--- config.mk ---
export PLATFORM = sky130hd
export DESIGN_NAME = regfile_wb_scheduler_flat
export DESIGN_NICKNAME = d
export VERILOG_FILES = /design/src/rtl/regfile_pkg.sv /design/src/rtl/regfile_wb_scheduler_if.sv /design/src/rtl/regfile_wb_scheduler_arbiter.sv /design/src/rtl/regfile_wb_scheduler.sv /design/src/flat_wrapper.sv
export SDC_FILE = /design/constraint.sdc
export NUM_CORES = 1
export LEC_CHECK = 0
export ABC_AREA = 1
export CAP_MARGIN = 20
export CELL_PAD_IN_SITES_DETAIL_PLACEMENT = 0
export CELL_PAD_IN_SITES_GLOBAL_PLACEMENT = 2
export CORE_MARGIN = 10
export CORE_UTILIZATION = 32
export DETAILED_ROUTE_END_ITERATION = 10
export HOLD_SLACK_MARGIN = 0.1
export PLACE_DENSITY = 0.93
export SYNTH_ARGS = -nofsm -noshare
export SYNTH_HDL_FRONTEND = slang
export SYNTH_SLANG_ARGS = --single-unit
--- constraint.sdc ---
create_clock -name clock_signal -period 4.3 [get_ports clock_signal]
set_clock_uncertainty 0.2 [all_clocks]
set_input_delay 1.075 -clock clock_signal [delete_from_list [all_inputs] [get_ports clock_signal]]
set_output_delay 1.075 -clock clock_signal [all_outputs]
set_load 0.02 [all_outputs]
--- src/rtl/regfile_pkg.sv ---
// Shared constants for the register-file writeback path: register geometry,
// requester indices, and the round-robin wrap helper.
package regfile_pkg;

  localparam int REG_AW = 5;
  localparam int NREG   = 32;
  localparam int XLEN   = 32;

  localparam int REQ_ALU  = 0;
  localparam int REQ_LOAD = 1;
  localparam int REQ_CSR  = 2;
  localparam int WB_NREQ  = REQ_CSR + 1;

  function automatic int unsigned rr_wrap(int unsigned base, int unsigned off, int unsigned n);
    int unsigned s;
    s = base + off;
    return (s >= n) ? s - n : s;
  endfunction

endpackage

--- src/rtl/regfile_wb_scheduler_if.sv ---
// Writeback requester bus, issue-stage scoreboard signals and the register-file write port.
interface regfile_wb_scheduler_if
  import regfile_pkg::*;
#(
  parameter int W    = XLEN,
  parameter int AW   = REG_AW,
  parameter int NREQ = WB_NREQ
);
  logic [NREQ-1:0]    req_valid;
  logic [NREQ-1:0]    req_ready;
  logic [NREQ*AW-1:0] req_rd;
  logic [NREQ*W-1:0]  req_data;
  logic               rsv_valid;
  logic [AW-1:0]      rsv_rd;
  logic [AW-1:0]      rs1;
  logic [AW-1:0]      rs2;
  logic               hazard;
  logic [NREG-1:0]    busy;
  logic [AW-1:0]      rf_rd;
  logic [W-1:0]       rf_data;
  logic               rf_we;

  modport master (
    output req_valid, req_rd, req_data, rsv_valid, rsv_rd, rs1, rs2,
    input  req_ready, hazard, busy, rf_rd, rf_data, rf_we
  );

  modport slave (
    input  req_valid, req_rd, req_data, rsv_valid, rsv_rd, rs1, rs2,
    output req_ready, hazard, busy, rf_rd, rf_data, rf_we
  );
endinterface

--- src/rtl/regfile_wb_scheduler_arbiter.sv ---
// Round-robin arbiter: one-hot grant among requests, search starting at rr_ptr;
// the pointer moves just past the winner whenever a grant is issued.
module rr_arbiter
  import regfile_pkg::*;
#(
  parameter int NREQ = WB_NREQ,
  localparam int PW  = (NREQ > 1) ? $clog2(NREQ) : 1
) (
  input  logic            clock_signal,
  input  logic            reset,
  input  logic [NREQ-1:0] req,
  output logic [NREQ-1:0] grant,
  output logic            grant_valid
);

  logic [PW-1:0] rr_ptr;
  logic [PW-1:0] grant_idx;
  logic [PW-1:0] idx;

  always_comb begin
    grant       = '0;
    grant_idx   = '0;
    grant_valid = 1'b0;
    idx         = '0;
    for (int k = 0; k < NREQ; k++) begin
      idx = PW'(rr_wrap(int'(rr_ptr), k, NREQ));
      if (!grant_valid && req[idx]) begin
        grant[idx]  = 1'b1;
        grant_idx   = idx;
        grant_valid = 1'b1;
      end
    end
  end

  always_ff @(posedge clock_signal or negedge reset) begin
    if (!reset) begin
      rr_ptr <= '0;
    end else if (grant_valid) begin
      rr_ptr <= PW'(rr_wrap(int'(grant_idx), 1, NREQ));
    end
  end

endmodule

--- src/rtl/regfile_wb_scheduler.sv ---
// Shares the single register-file write port among ALU/LOAD/CSR writebacks
// through one-entry holding slots, and tracks outstanding destinations.
module regfile_wb_scheduler
  import regfile_pkg::*;
#(
  parameter int W    = XLEN,
  parameter int AW   = REG_AW,
  parameter int NREQ = WB_NREQ
) (
  input logic                   clock_signal,
  input logic                   reset,
  regfile_wb_scheduler_if.slave bus
);

  logic [NREQ-1:0] full;
  logic [NREQ-1:0] grant;
  logic [NREQ-1:0] ready;
  logic [NREQ-1:0] fill;
  logic            grant_valid;
  logic [AW-1:0]   slot_rd   [NREQ];
  logic [W-1:0]    slot_data [NREQ];
  logic [AW-1:0]   wb_rd;
  logic [W-1:0]    wb_data;
  logic [NREG-1:0] busy_q;
  logic [NREG-1:0] busy_d;

  rr_arbiter #(.NREQ(NREQ)) u_arb (
    .clock_signal (clock_signal),
    .reset        (reset),
    .req          (full),
    .grant        (grant),
    .grant_valid  (grant_valid)
  );

  // A slot being drained this cycle can take a new entry on the same edge.
  assign ready = ~full | grant;
  assign fill  = bus.req_valid & ready;

  always_ff @(posedge clock_signal or negedge reset) begin
    if (!reset) begin
      full <= '0;
      for (int i = 0; i < NREQ; i++) begin
        slot_rd[i]   <= '0;
        slot_data[i] <= '0;
      end
    end else begin
      for (int i = 0; i < NREQ; i++) begin
        if (fill[i]) begin
          full[i]      <= |bus.req_rd[i*AW +: AW];
          slot_rd[i]   <= bus.req_rd[i*AW +: AW];
          slot_data[i] <= bus.req_data[i*W +: W];
        end else if (grant[i]) begin
          full[i] <= 1'b0;
        end
      end
    end
  end

  always_comb begin
    wb_rd   = '0;
    wb_data = '0;
    for (int i = 0; i < NREQ; i++) begin
      if (grant[i]) begin
        wb_rd   = slot_rd[i];
        wb_data = slot_data[i];
      end
    end
  end

  // Clear before set so a same-edge re-reservation keeps the register busy.
  always_comb begin
    busy_d = busy_q;
    if (grant_valid) busy_d[wb_rd] = 1'b0;
    if (bus.rsv_valid && (bus.rsv_rd != '0)) busy_d[bus.rsv_rd] = 1'b1;
    busy_d[0] = 1'b0;
  end

  always_ff @(posedge clock_signal or negedge reset) begin
    if (!reset) busy_q <= '0;
    else        busy_q <= busy_d;
  end

  assign bus.req_ready = ready;
  assign bus.rf_we     = grant_valid;
  assign bus.rf_rd     = wb_rd;
  assign bus.rf_data   = wb_data;
  assign bus.busy      = busy_q;
  assign bus.hazard    = busy_q[bus.rs1] | busy_q[bus.rs2] | busy_q[bus.rsv_rd];

endmodule

--- src/flat_wrapper.sv ---
// flat-port wrapper written by rule: the top's interface ports become plain ports
module regfile_wb_scheduler_flat import regfile_pkg::*;
#(
  parameter int W    = XLEN,
  parameter int AW   = REG_AW,
  parameter int NREQ = WB_NREQ
)
  (clock_signal, reset, bus_req_valid, bus_req_rd, bus_req_data, bus_rsv_valid, bus_rsv_rd, bus_rs1, bus_rs2, bus_req_ready, bus_hazard, bus_busy, bus_rf_rd, bus_rf_data, bus_rf_we);
  regfile_wb_scheduler_if #(.W(W), .AW(AW), .NREQ(NREQ)) bus_i ();
  input logic clock_signal;
  input logic reset;
  input wire logic [$bits(bus_i.req_valid)-1:0] bus_req_valid;
  input wire logic [$bits(bus_i.req_rd)-1:0] bus_req_rd;
  input wire logic [$bits(bus_i.req_data)-1:0] bus_req_data;
  input wire logic [$bits(bus_i.rsv_valid)-1:0] bus_rsv_valid;
  input wire logic [$bits(bus_i.rsv_rd)-1:0] bus_rsv_rd;
  input wire logic [$bits(bus_i.rs1)-1:0] bus_rs1;
  input wire logic [$bits(bus_i.rs2)-1:0] bus_rs2;
  output wire logic [$bits(bus_i.req_ready)-1:0] bus_req_ready;
  output wire logic [$bits(bus_i.hazard)-1:0] bus_hazard;
  output wire logic [$bits(bus_i.busy)-1:0] bus_busy;
  output wire logic [$bits(bus_i.rf_rd)-1:0] bus_rf_rd;
  output wire logic [$bits(bus_i.rf_data)-1:0] bus_rf_data;
  output wire logic [$bits(bus_i.rf_we)-1:0] bus_rf_we;
  assign bus_i.req_valid = bus_req_valid;
  assign bus_i.req_rd = bus_req_rd;
  assign bus_i.req_data = bus_req_data;
  assign bus_i.rsv_valid = bus_rsv_valid;
  assign bus_i.rsv_rd = bus_rsv_rd;
  assign bus_i.rs1 = bus_rs1;
  assign bus_i.rs2 = bus_rs2;
  assign bus_req_ready = bus_i.req_ready;
  assign bus_hazard = bus_i.hazard;
  assign bus_busy = bus_i.busy;
  assign bus_rf_rd = bus_i.rf_rd;
  assign bus_rf_data = bus_i.rf_data;
  assign bus_rf_we = bus_i.rf_we;
  regfile_wb_scheduler #(.W(W), .AW(AW), .NREQ(NREQ)) u_core (.clock_signal(clock_signal), .reset(reset), .bus(bus_i));
endmodule
---- Word level (Yosys, flattened, before mapping) ----
Index checks and enable logic that the tools add are counted.
operators by class
  add/sub/neg operators ................... 7
  multipliers ............................. 0
  div/mod/pow operators ................... 0
  magnitude comparators ................... 16
  equal/unequal tests ..................... 0
  shifts and indexed selects .............. 0
  multiplexer cells ....................... 49
  bitwise logic cells ..................... 10
  reductions and logical operators ........ 17
operators by type and width
  operator                                                                              count
  32-bit 2-to-1 mux                                                                     5
  32-bit bitwise AND                                                                    1
  32-bit inverter                                                                       1
  32-bit bitwise OR                                                                     1
  5-bit by 6-bit less-than comparator with 1-bit output (second input constant)         4
  1-bit 2-to-1 mux                                                                      20
  1-bit binary-select mux with 5-bit select                                             3
  5-bit 2-to-1 mux                                                                      3
  5-bit OR reduction                                                                    3
  2-bit 2-to-1 mux                                                                      7
  1-bit demux with 5-bit select                                                         2
  5-bit by 1-bit greater-or-equal comparator with 1-bit output (second input constant)  2
  3-bit by 2-bit greater-or-equal comparator with 1-bit output (second input constant)  3
  2-bit by 3-bit less-than comparator with 1-bit output (second input constant)         3
  3-bit 2-to-1 mux                                                                      3
  3-bit bitwise OR                                                                      3
  1-bit logical AND                                                                     8
  2-bit subtractor (second input constant)                                              4
  2-bit by 1-bit adder with 3-bit output (second input constant)                        2
  1-bit binary-select mux with 2-bit select                                             3
  1-bit demux with 2-bit select                                                         3
  2-bit by 1-bit greater-or-equal comparator with 1-bit output (second input constant)  3
  2-bit nonzero test                                                                    3
  5-bit nonzero test                                                                    1
  other kinds (6)                                                                       8
storage, ports and cells
  bits in registers ....................... 147
  latch bits .............................. 0
  RAM bits ................................ 0
  memory bits (read-only) ................. 0
  input bits .............................. 132
  output and inout bits ................... 74
  word-level logic and storage cells ...... 110
  memories kept ........................... 0

---- Longest topological paths before layout ----
  word-level depth ........................ 23
  depth in mapped cells ................... 21
  gate-level depth less buffers ........... 20

---- By module ----
Synthesis repeated with hierarchy kept, for this count alone.
unflattened totals
  cell total of the unflattened synthesis .. 920
  area total of the unflattened synthesis .. 7983.9 µm²
modules (own cells, without submodules)
  module                times used  cells an instance  area each (µm²)  seq. area each (µm²)
  regfile_wb_scheduler  1           841                7517.2           3628.5
  rr_arbiter            1           79                 466.7            50.0

---- Worst setup path before layout ----
Ideal clock, no wire load.
  path kind ............................... input-to-output
  start ................................... input port bus_rsv_rd[0]
  end ..................................... output port bus_hazard
  data arrival time ....................... 2.328 ns
  required time ........................... 3.025 ns
  slack ................................... 0.697 ns
  stages .................................. 8
  path buffers ............................ 1
  cells stage by stage .................... clkbuf_1 inv_1 nand2_1 o21ai_0 a221oi_1 o21ai_0 nor3_1 nand3_1
between the ends
  cells in the longest elaborated chain, start to end .. 3
RTL lines
  element                                    line                        RTL
  start: declaration                         flat_wrapper.sv:16          input wire logic [$bits(bus_i.rsv_rd)-1:0] bus_rsv_rd;
  1-bit binary-select mux with 5-bit select  regfile_wb_scheduler.sv:88  assign bus.hazard = busy_q[bus.rs1] | busy_q[bus.rs2] | busy_q[bus.rsv_rd];
  1-bit 2-to-1 mux (not written as such)     regfile_wb_scheduler.sv:88
  1-bit bitwise OR                           regfile_wb_scheduler.sv:88
  end: declaration                           flat_wrapper.sv:20          output wire logic [$bits(bus_i.hazard)-1:0] bus_hazard;
No other way between the ends. The select of a mux whose other input is x is not followed.

---- Worst setup path after layout ----
  start ................................... input port bus_rs1[0]
  end ..................................... output port bus_hazard
between the ends
  cells in the longest elaborated chain, start to end .. 4
RTL lines
  element                                    line                        RTL
  start: declaration                         flat_wrapper.sv:17          input wire logic [$bits(bus_i.rs1)-1:0] bus_rs1;
  1-bit binary-select mux with 5-bit select  regfile_wb_scheduler.sv:88
  1-bit 2-to-1 mux (not written as such)     regfile_wb_scheduler.sv:88
  1-bit bitwise OR (2 in a row)              regfile_wb_scheduler.sv:88
No other way between the ends. The select of a mux whose other input is x is not followed.

==> flow_summary_export.csv <==
group,metric,value,unit
run_status,status,"complete, no violations",
routing,routedWlPerCell,19.31,um
routing,dr.pass1.iters,5,
final_layout,syn_to_final_growth,39.21,%
logic_synthesis,ys_types,39,
die,initial_utilization,32.54,%
routing,drt-met1-wl,11.58,mm
global_routing,gr-usage-all-layers,17.32,%
clock_tree,numCtsBuffers,17,
setup_path,cp_max_fo,20,
placed_design,dp.cells,1395,
logic_synthesis,synth-main-ff-cell,"dfrtp_1",
hold_path,hold_start,"u_core.slot_rd[5]$_DFFE_PN0P_",
logic_synthesis,yosys.area.top_type,"dfrtp_1",
setup_path,worst_path_max_delay_cell,"clkdlybuf4s50_1",
routing,top_layer,"met4",
clock_tree,cts_setup_buffers,0,
sta,report.final.slew_viol_count,0,
routing,route.met3.wl,2.658,mm
placed_design,hpwl,20.42,mm
final_layout,final_cells,1428,
placed_design,place.gp.congestion,0.9198,
global_routing,grt_antenna_before_repair,0,
sta,relSlewSlack,31.78,%
die,die_w,177.5,um
sta,fin_crit,4.136,ns
sta,setup-violations-final,0,
placed_design,io_buffers,204,
setup_path,path_class,"input pin to output port",
routing,drt_iter0_markers,556,
clock_tree,clock_path_buffers,2,
clock_tree,root_buffer,"clkbuf_16",
routing,viasPerCell,4.978,
logic_synthesis,synth_area,0.007936,sq mm
sta,hold_viol_final,0,
logic_synthesis,synth_top_area_share,46.35,%
final_layout,final_common_cell,"clkdlybuf4s50_1",
final_layout,layout_common_cells,"161 x clkdlybuf4s50_1, 149 x nand2_1, 147 x dfrtp_1",
clock_tree,clock_latency,0.42,ns
die,boundaryPins,206,
logic_synthesis,syn_inst,875,
routing,routed-wl-met2,12.84,mm
logic_synthesis,async_flop_share,100.0,%
setup_path,arrival,2.86,ns
die,die_h,177.5,um
flow_run,max_cap_violations,0,
setup_path,slowest_delay,0.54,ns
setup_path,rr_endpoint,"u_core.slot_data[41]$_DFFE_PN0P_",
die,fp-row-count,57,
logic_synthesis,syn_avg_cell_area,9.070,sq um
global_routing,grt_first_pass_wirelength,42.59,mm
die,core,0.02439,sq mm
routing,wirelength,27.57,mm
global_routing,overflow,0,
logic_synthesis,yosys_warnings,0,
final_layout,nets,1228,
logic_synthesis,postSynthNetCount,1012,
die,dieArea,0.03150,sq mm
setup_path,rrSetupSlack,1.06,ns
setup_path,critPathCaptureType,"output port",
clock_tree,clock_sinks,147,
hold_path,worstHoldPathType,"flip-flop to flip-flop",
sta,worstMarginPinSlew,1.020,ns
sta,rsz0062_at_grt,"yes",
setup_path,crit_family,"buffers and inverters",
hold_path,holdPathEnd,"u_core.slot_rd[5]$_DFFE_PN0P_",
logic_synthesis,synth_edf_count,0,
logic_synthesis,ys_seq_elements,147,
setup_path,rr_startpoint,"u_core.u_arb.rr_ptr[1]$_DFFE_PN0N_",
setup_path,worstRegToRegCells,14,
sta,fmax,241.8,MHz
setup_path,cp-start-kind,"input pin",
routing,drc,0,
setup_path,critPathBufInv,3,
setup_path,required,3.02,ns
logic_synthesis,ys_top_cells_by_area,"dfrtp_1 46%, mux2_2 13%, nand2_1 7.1%, a21oi_1 6.4%, nand3_1 5.6%",
clock_tree,cts_tree,"built",
global_routing,grt_max_degree,63,
sta,period_share,96.20,%
clock_tree,htreeDepth,4,
routing,vias,7108,
global_routing,first_global_vias,7543,
hold_path,holdPathStages,2,
logic_synthesis,ys_seq_area_share,46.35,%
clock_tree,clkTransAtPathRegs,0.07,ns
final_layout,drive_above_1_share,21.85,%
setup_path,path_cells,"clkdlybuf4s50_1 -> buf_12 -> a21oi_1 -> o21ai_0 -> nand2_1 -> o211ai_1 -> nand2_1 -> a21oi_1 -> nand3_1 -> dlygate4sd2_1",
routing,ant_nets,0,
## routing by layer
| metal | up-vias | global-route usage [%] |
|---|---|---|
| met2 | 276 | 28.38 |
| met5 | - | 0 |
| met4 | 0 | 5.557 |
| met1 | 3347 | 20.30 |
| li1 | 3447 | - |
| met3 | 38 | 7.012 |
## worst min-delay path, delay by kind of cell, from the launching register on
kind / cells / cell delay, ns
AO/OA/AOI/OAI: 1 / 0.06
AND/OR/NAND/NOR: 1 / 0.05
flip-flops: 1 / 0.35
## synth_stat cells, types with 9 or more instances
library cell	n
nand2_1	151
dfrtp_1	147
a21oi_1	102
mux2_2	95
nand3_1	89
inv_1	49
nor2_1	43
o21ai_0	43
clkbuf_1	21
o21ai_1	12
nor3_1	11
o211ai_1	11
inv_2	9
## area by class of cell
class	count	area (sq um)
sequential	147	3679
multi-input combinational	624	3826
tap	324	405.4
clock inverter	14	143.9
fill	2381	13340
clock buffer	17	425.4
inverter	59	225.2
antenna	1	2.502
timing repair buffer	242	2341
## stage by stage
step,setup slack [ns],hold WS (ns),setup TNS (ns),instance area [sq um],util (%)
after global placement,-0.2403,0.2742,-0.2403,10550,43.23
after floorplan,0.6972,0.2530,0,7936,-
after CTS,0.01073,0.2972,0,11070,45.39
final,0.1635,0.2931,0,11050,45.30
after detailed placement,-0.2738,0.2805,-0.2738,10550,43.23
after global routing,-0.006025,0.3149,-0.006025,11050,45.29
## worst max-delay path by stage
stage,depth (start not counted),slack [ns],end,startpoint
after floorplan,8,0.70,bus_hazard,bus_rsv_rd[0]
after global placement,10,-0.24,bus_hazard,bus_rsv_rd[0]
after detailed placement,10,-0.27,bus_hazard,bus_rsv_rd[0]
after CTS,8,0.01,bus_hazard,bus_rsv_rd[1]
after global routing,17,-0.006,bus_rf_rd[2],u_core.u_arb.rr_ptr[1]$_DFFE_PN0N_
final,10,0.16,bus_hazard,bus_rs1[0]
## cells by family after synthesis
| family | after synthesis | synth area share [%] |
|---|---|---|
| adder cells (fa/ha/maj) | 5 | 0.7883 |
| AND/OR/NAND/NOR | 332 | 19.69 |
| buffers and inverters | 104 | 5.754 |
| flip-flops | 147 | 46.35 |
| other | 1 | 0.04725 |
| multiplexers | 102 | 14.47 |
| AO/OA/AOI/OAI | 184 | 12.90 |
## flip-flops by register name, indices dropped and copies added (netlist names)
register and cells:
u_core.u_arb.rr_ptr 2, u_core.slot_data 96, u_core.slot_rd 15, u_core.bus.busy 31
u_core.full 3
## what timing repair did
item / 4_1_cts / 5_1_grt
gates cloned: 0 / 1
pin swaps: 0 / 0
setup endpoints to repair: 39 / 31
resized for setup: 40 / 61
hold buffers: 0 / 0
Power is not shown: default switching activity piles up to over one toggle a cycle in this logic, so the estimate is an artifact.
